**src/rtl/key_evt_pkg.sv**
```systemverilog
// key_evt_pkg: shared FSM state type and default event codes for key_evt_arbiter.
package key_evt_pkg;
  typedef enum logic {IDLE, REQ} state_t;
  localparam logic [7:0] PRESS_BASE_D = 8'h41;
  localparam logic [7:0] REL_BASE_D = 8'h61;
  localparam logic [7:0] DROP_MAX = 8'd255;
endpackage

```
**src/rtl/rr_pick.sv**
```systemverilog
// rr_pick: combinational round-robin picker, first set request at or after ptr.
module rr_pick #(
  parameter int M = 4,
  parameter int PW = $clog2(M)
) (
  input  logic [M-1:0]  req,
  input  logic [PW-1:0] ptr,
  output logic [PW-1:0] gnt_idx,
  output logic          any
);
  always_comb begin
    gnt_idx = '0;
    any = |req;
    for (int k = M - 1; k >= 0; k--)
      if (req[(int'(ptr) + k) % M]) gnt_idx = PW'((int'(ptr) + k) % M);
  end
endmodule

```
**src/rtl/key_evt_arbiter.sv**
```systemverilog
// key_evt_arbiter: turns debounced key edges into UART event bytes with round-robin sharing.
// Define KEY_RELEASE_EN to also queue and send release events.
module key_evt_arbiter
  import key_evt_pkg::*;
#(
  parameter int         N_BTN      = 4,
  parameter logic [7:0] PRESS_BASE = PRESS_BASE_D,
  parameter logic [7:0] REL_BASE   = REL_BASE_D
) (
  input  logic             clk,
  input  logic             rst,
  input  logic [N_BTN-1:0] key,
  input  logic             tx_ready,
  output logic             tx_valid,
  output logic [7:0]       tx_data,
  output logic [N_BTN-1:0] pend,
  output logic [7:0]       drop_cnt
);
`ifdef KEY_RELEASE_EN
  localparam int M = 2 * N_BTN;
`else
  localparam int M = N_BTN;
`endif
  localparam int PW = $clog2(M);
  state_t state, state_nx;
  logic [N_BTN-1:0] key_q, rise;
  logic armed, any, grant, accept, is_rel;
  logic [M-1:0] q, set_v, gnt_oh, drop_v;
  logic [PW-1:0] ptr, gnt_q, gnt_idx, btn;
  logic [4:0] n_drop;
  logic [8:0] drop_sum;

  // The arming edge only captures key, so keys held through reset stay silent.
  assign rise = armed ? key & ~key_q : '0;
`ifdef KEY_RELEASE_EN
  logic [N_BTN-1:0] fall;
  assign fall = armed ? ~key & key_q : '0;
  for (genvar i = 0; i < N_BTN; i++) begin : g_map
    assign set_v[2*i]   = rise[i];
    assign set_v[2*i+1] = fall[i];
    assign pend[i]      = q[2*i];
  end
  assign is_rel = gnt_idx[0];
  assign btn    = gnt_idx >> 1;
`else
  assign set_v  = rise;
  assign pend   = q;
  assign is_rel = 1'b0;
  assign btn    = gnt_idx;
`endif

  rr_pick #(.M(M)) u_pick (.req(q), .ptr(ptr), .gnt_idx(gnt_idx), .any(any));

  always_comb begin
    grant = state == IDLE && any;
    accept = state == REQ && tx_ready;
    state_nx = grant ? REQ : accept ? IDLE : state;
    gnt_oh = grant ? M'(1) << gnt_idx : '0;
    drop_v = set_v & q & ~gnt_oh;
    n_drop = 5'($countones(drop_v));
    drop_sum = {1'b0, drop_cnt} + 9'(n_drop);
  end

  always_ff @(posedge clk or negedge rst) begin
    if (!rst) begin
      state <= IDLE;
      key_q <= '0;
      armed <= 1'b0;
      q <= '0;
      ptr <= '0;
      gnt_q <= '0;
      tx_valid <= 1'b0;
      tx_data <= '0;
      drop_cnt <= '0;
    end else begin
      state <= state_nx;
      key_q <= key;
      armed <= 1'b1;
      q <= (q & ~gnt_oh) | set_v;
      drop_cnt <= drop_sum > {1'b0, DROP_MAX} ? DROP_MAX : drop_sum[7:0];
      if (grant) begin
        tx_valid <= 1'b1;
        tx_data <= (is_rel ? REL_BASE : PRESS_BASE) + 8'(btn);
        gnt_q <= gnt_idx;
      end
      if (accept) begin
        tx_valid <= 1'b0;
        ptr <= gnt_q == PW'(M - 1) ? '0 : gnt_q + PW'(1);
      end
    end
  end
endmodule

```
**config.mk**
```make
export PLATFORM = sky130hd
export DESIGN_NAME = key_evt_arbiter
export DESIGN_NICKNAME = d
export VERILOG_FILES = /design/src/rtl/key_evt_pkg.sv /design/src/rtl/rr_pick.sv /design/src/rtl/key_evt_arbiter.sv
export SDC_FILE = /design/constraint.sdc
export NUM_CORES = 1
export LEC_CHECK = 0
export ABC_AREA = 0
export ABC_CLOCK_PERIOD_IN_PS = 10500
export BUFFER_PORTS_ARGS = -buffer_cell sky130_fd_sc_hd__buf_4
export CAP_MARGIN = 0
export CELL_PAD_IN_SITES_DETAIL_PLACEMENT = 1
export CELL_PAD_IN_SITES_GLOBAL_PLACEMENT = 2
export CORE_ASPECT_RATIO = 1.1
export CORE_UTILIZATION = 30
export DETAILED_ROUTE_END_ITERATION = 12
export PLACE_DENSITY = 0.69
export SLEW_MARGIN = 20
export SYNTH_ARGS = -nofsm -noshare
export SYNTH_HDL_FRONTEND = slang
export SYNTH_SLANG_ARGS = --single-unit
```
**constraint.sdc**
```tcl
create_clock -name clk -period 10.5 [get_ports clk]
set_input_delay 1.05 -clock clk [delete_from_list [all_inputs] [get_ports clk]]
set_output_delay 1.05 -clock clk [all_outputs]
set_load 0.01 [all_outputs]
```
==> impl_results.md <==
* Result of the run: completed
* Die area at 4700 µm²
* Critical-path cell with the highest stage delay: sky130_fd_sc_hd__fa_1
* Simple-gate share of the synthesized area at 13.1%
* Number of CTS-inserted buffers at 3
* Overflow after GRT at 0
* Number of sinks handled by clock tree synthesis at 27
* Root cell of the clock tree: sky130_fd_sc_hd__clkbuf_8
* Area of combinational cells with multiple inputs at 597 µm²
* Internal portion of total power at 0.257 mW
* Antenna violations before repair at 0
* Maximum achievable frequency at 263 MHz
* Post-DRT Antenna Nets at 0
* Nets at 160
* Type of the worst setup path: reg2reg
* Netlist Area Pre-Place at 1330 µm²
* Type of origin of the critical path: flip-flop
* Pleak at 0.728 nW
* Number of remaining DRC errors at 0
* Number of detailed-routing iterations run before antenna repair at 3
* Share of the synthesized netlist area taken by xor and xnor gates at 1.32%
* Met2 routed wirelength at 1330 µm
* HPWL after detailed placement at 2020 µm
* RePlAce Congestion at 0.755
* CP max FO at 6
* Count of cells resized by post-cts repair at 0
* Synthesized area per cell at 11.3 µm²
* Main combinational cell family by area after synthesis: compound AO/OA/AOI/OAI gates
* Portion of netlist area occupied by mux cells at 5.74%
* Number of register bits inferred by synthesis at 27
* Starting density of the core at 31.0%
* Global-route usage over all layers at 13.7%
* Wire length of the first global-routing pass at 4760 µm
* Post-CTS Setup Inserts at 0
* Core Footprint at 4290 µm²
* Storage element area at 676 µm²
* Post-Route Setup TNS at 0 ns
* Type of the most critical hold path: reg2reg
* Clk Latency, worst-skew pair at 0.27 ns
* Worst path cell trace: nor2b_1, a21boi_1, o32a_1, inv_1, ha_1, inv_1, o21ai_0, or3_1, fa_1, fa_1, inv_1, fa_1, nand4_1, or2_2, nand2b_1
* Number of design-rule violations left by the first detailed-router iteration at 19
* Area share of fa/ha/maj cells after synthesis at 10.2%
* Total of hold buffers inserted after clock tree synthesis at 0
* Data required time at the worst endpoint at 10.71 ns
* Endpoint arrival time on the critical path at 4.02 ns
* Gate count of the mapped netlist at 118
* Portion of total power attributed to combinational logic at 42.7%
* Reg2reg path depth at 15
* Wire length on met3 at 89 µm
* Routed len/inst at 13.6 µm
* Longest Clk Path Bufs at 2
* Hold path depth at 1
* Largest stage delay on the critical path at 0.51 ns
* MaxCap Viol Count at 0
* Setup repair after global routing missed its margin: false
* Vias per std cell at 4.83
* Layout cell share with drive strength beyond 1 at 23.1%
* Part of the Yosys area used for sequential elements at 50.8%
* Number of placement rows at 25
* CP endpoint kind: flip-flop
* Final wirelength at 2680 µm
* Final-report setup violation count at 0
* Maximum level of the CTS H-tree at 1
* Period utilization at 36.2%
* Total count of hold-check failures in the final report at 0
* Final critical-path required period at 3.80 ns
* Power per cell area at 262 nW/µm²
* Final count of pins violating max slew at 0
* Detailed-routing wirelength on met1 at 1190 µm
* Die width at 65.5 µm
* Fill cell count at 477
* Clk slew on worst S/H paths at 0.09 ns
* Post-synthesis compound-gate area fraction at 13.2%
* Top sig layer: met4
* Via Count at 952
* Area growth, synth to finish at 19.7%
* Net switching power figure at 0.159 mW
* Fraction of power spent switching nets at 38.3%
* Largest clock skew in the final design at 0.00293 ns
* Maximum number of pins on one net before global-route repair at 28
* Top Ports at 28
* Sequential fraction of design power at 43.1%
* Antenna Cells at 0
* Clock power share at 14.2%
* Count of distinct cell types in the synthesized netlist at 37
* Overall power of the completed layout at 0.416 mW
* YS warnings at 0
* Worst VDD drop at 94.7 µV
* Vias in the first global route at 997
* Count of port buffers added during placement at 23
* CTS tree: yes
* Chip Height at 71.8 µm
==> synth_stat cells <==
library cell | n | share of area, %
sky130_fd_sc_hd__a21boi_1 | 1 | 0.56
sky130_fd_sc_hd__or3_1 | 2 | 0.94
sky130_fd_sc_hd__o211ai_1 | 1 | 0.56
sky130_fd_sc_hd__nor2_1 | 3 | 0.85
sky130_fd_sc_hd__o31a_1 | 1 | 0.66
sky130_fd_sc_hd__o21bai_1 | 1 | 0.56
sky130_fd_sc_hd__nor2b_1 | 7 | 3.3
sky130_fd_sc_hd__a21bo_2 | 2 | 1.5
sky130_fd_sc_hd__o32a_1 | 1 | 0.75
sky130_fd_sc_hd__o21ai_0 | 9 | 3.4
sky130_fd_sc_hd__o2111ai_1 | 2 | 1.3
sky130_fd_sc_hd__or2_1 | 1 | 0.47
sky130_fd_sc_hd__nand2b_1 | 3 | 1.4
sky130_fd_sc_hd__nor4_2 | 1 | 0.94
sky130_fd_sc_hd__buf_2 | 1 | 0.38
sky130_fd_sc_hd__o22a_1 | 1 | 0.66
sky130_fd_sc_hd__and2_1 | 1 | 0.47
sky130_fd_sc_hd__mux2i_1 | 2 | 1.5
sky130_fd_sc_hd__a31oi_1 | 1 | 0.47
sky130_fd_sc_hd__conb_1 | 2 | 0.56
sky130_fd_sc_hd__inv_1 | 9 | 2.5
sky130_fd_sc_hd__ha_1 | 6 | 5.6
sky130_fd_sc_hd__o31ai_1 | 1 | 0.56
sky130_fd_sc_hd__nand4_1 | 2 | 0.94
sky130_fd_sc_hd__mux2_2 | 3 | 2.5
sky130_fd_sc_hd__nand2_1 | 9 | 2.5
sky130_fd_sc_hd__xor2_1 | 2 | 1.3
sky130_fd_sc_hd__nand3_1 | 2 | 0.75
sky130_fd_sc_hd__dfrtp_1 | 27 | 51
sky130_fd_sc_hd__or2_2 | 1 | 0.47
sky130_fd_sc_hd__o21a_1 | 1 | 0.56
sky130_fd_sc_hd__mux2_1 | 2 | 1.7
sky130_fd_sc_hd__fa_1 | 3 | 4.5
sky130_fd_sc_hd__o21ai_1 | 1 | 0.38
sky130_fd_sc_hd__buf_4 | 4 | 2.3
sky130_fd_sc_hd__o221ai_1 | 1 | 0.66
sky130_fd_sc_hd__a21o_1 | 1 | 0.56
==> area by class of cell <==
class	instances	area share [%]
Timing Repair Buffer	23	10.8
Clock buffer	4	2.83
Sequential cell	27	42.5
Multi-Input combinational cell	80	37.5
Tap cell	54	4.25
Inverter	9	2.12
==> power by group through the flow <==
stage	Clock, mW	Sequential, mW	Combinational (mW)
2_1_floorplan	0	0.183	0.102
3_3_place_gp	0	0.181	0.178
3_5_place_dp	0	0.183	0.181
4_1_cts	0.0622	0.180	0.183
5_1_grt	0.0658	0.187	0.206
6_report	0.0593	0.179	0.178
==> logic make-up (layout without fill, tap and decap cells) <==
family	after synthesis	count (layout)
AO/OA/AOI/OAI	25	25
XOR/XNOR	2	2
adder cells (fa/ha/maj)	9	9
buffers and inverters	14	36
flip-flops	27	27
multiplexers	7	7
other	2	5
AND/OR/NAND/NOR	32	32
==> worst max-delay path: cells and delay by family (launching register included) <==
family	cells	cell delay, ns
fa+ha+maj	4	1.40
simple gates	5	1.21
compound gates	3	0.50
buf+inv	3	0.21
flops	1	0.45
==> metal layers <==
metal / vias up / GRT usage (%)
met4: 0 / 7.25
met1: 487 / 17.4
li1: 445 / -
met2: 16 / 22.1
met5: - / 0
met3: 4 / 2.39
==> flip-flops by register name, indices dropped and copies added, names as in the netlist <==
register,count
pend,4
ptr,2
state,1
gnt_q,2
key_q,4
tx_data,4
armed,1
tx_valid,1
drop_cnt,8
==> metrics by stage <==
step / setup WS, ns / util, % / cells / hold WS (ns) / area [µm²]
after floorplan: 7.04 / - / 121 / 0.429 / 1340
after global placement: 6.78 / 36.1 / 193 / 0.441 / 1550
after detailed placement: 6.66 / 36.1 / 193 / 0.457 / 1550
after CTS: 6.63 / 37.1 / 197 / 0.470 / 1590
after global routing: 6.37 / 37.1 / 197 / 0.506 / 1590
final: 6.70 / 37.1 / 197 / 0.464 / 1590
==> placed cells by master, fill, tap and decap left out, drive strengths merged, types with 2 or more instances in the layout <==
cell type / count
o2111ai: 2
nand3: 2
fa: 3
mux2i: 2
o21ai: 10
nand2b: 3
xor2: 2
buf: 23
nor2: 3
nand2: 9
a21bo: 2
nor2b: 7
conb: 5
ha: 6
nand4: 2
inv: 9
or3: 2
clkbuf: 4
dfrtp: 27
or2: 2
mux2: 5
==> path summary, 6_finish.rpt <==
kind	endpoint	slack, ns	start
hold reg to reg	pend[1]	0.46	key_q[1]
min in group asynchronous	pend[1]	0.67	rst
setup / recovery	drop_cnt[1]	6.70	pend[2]
setup reg to reg	drop_cnt[1]	6.70	pend[2]
max in group asynchronous	tx_valid	9.56	rst
hold / removal	pend[1]	0.46	key_q[1]
Power figures use the tool's default switching activity.
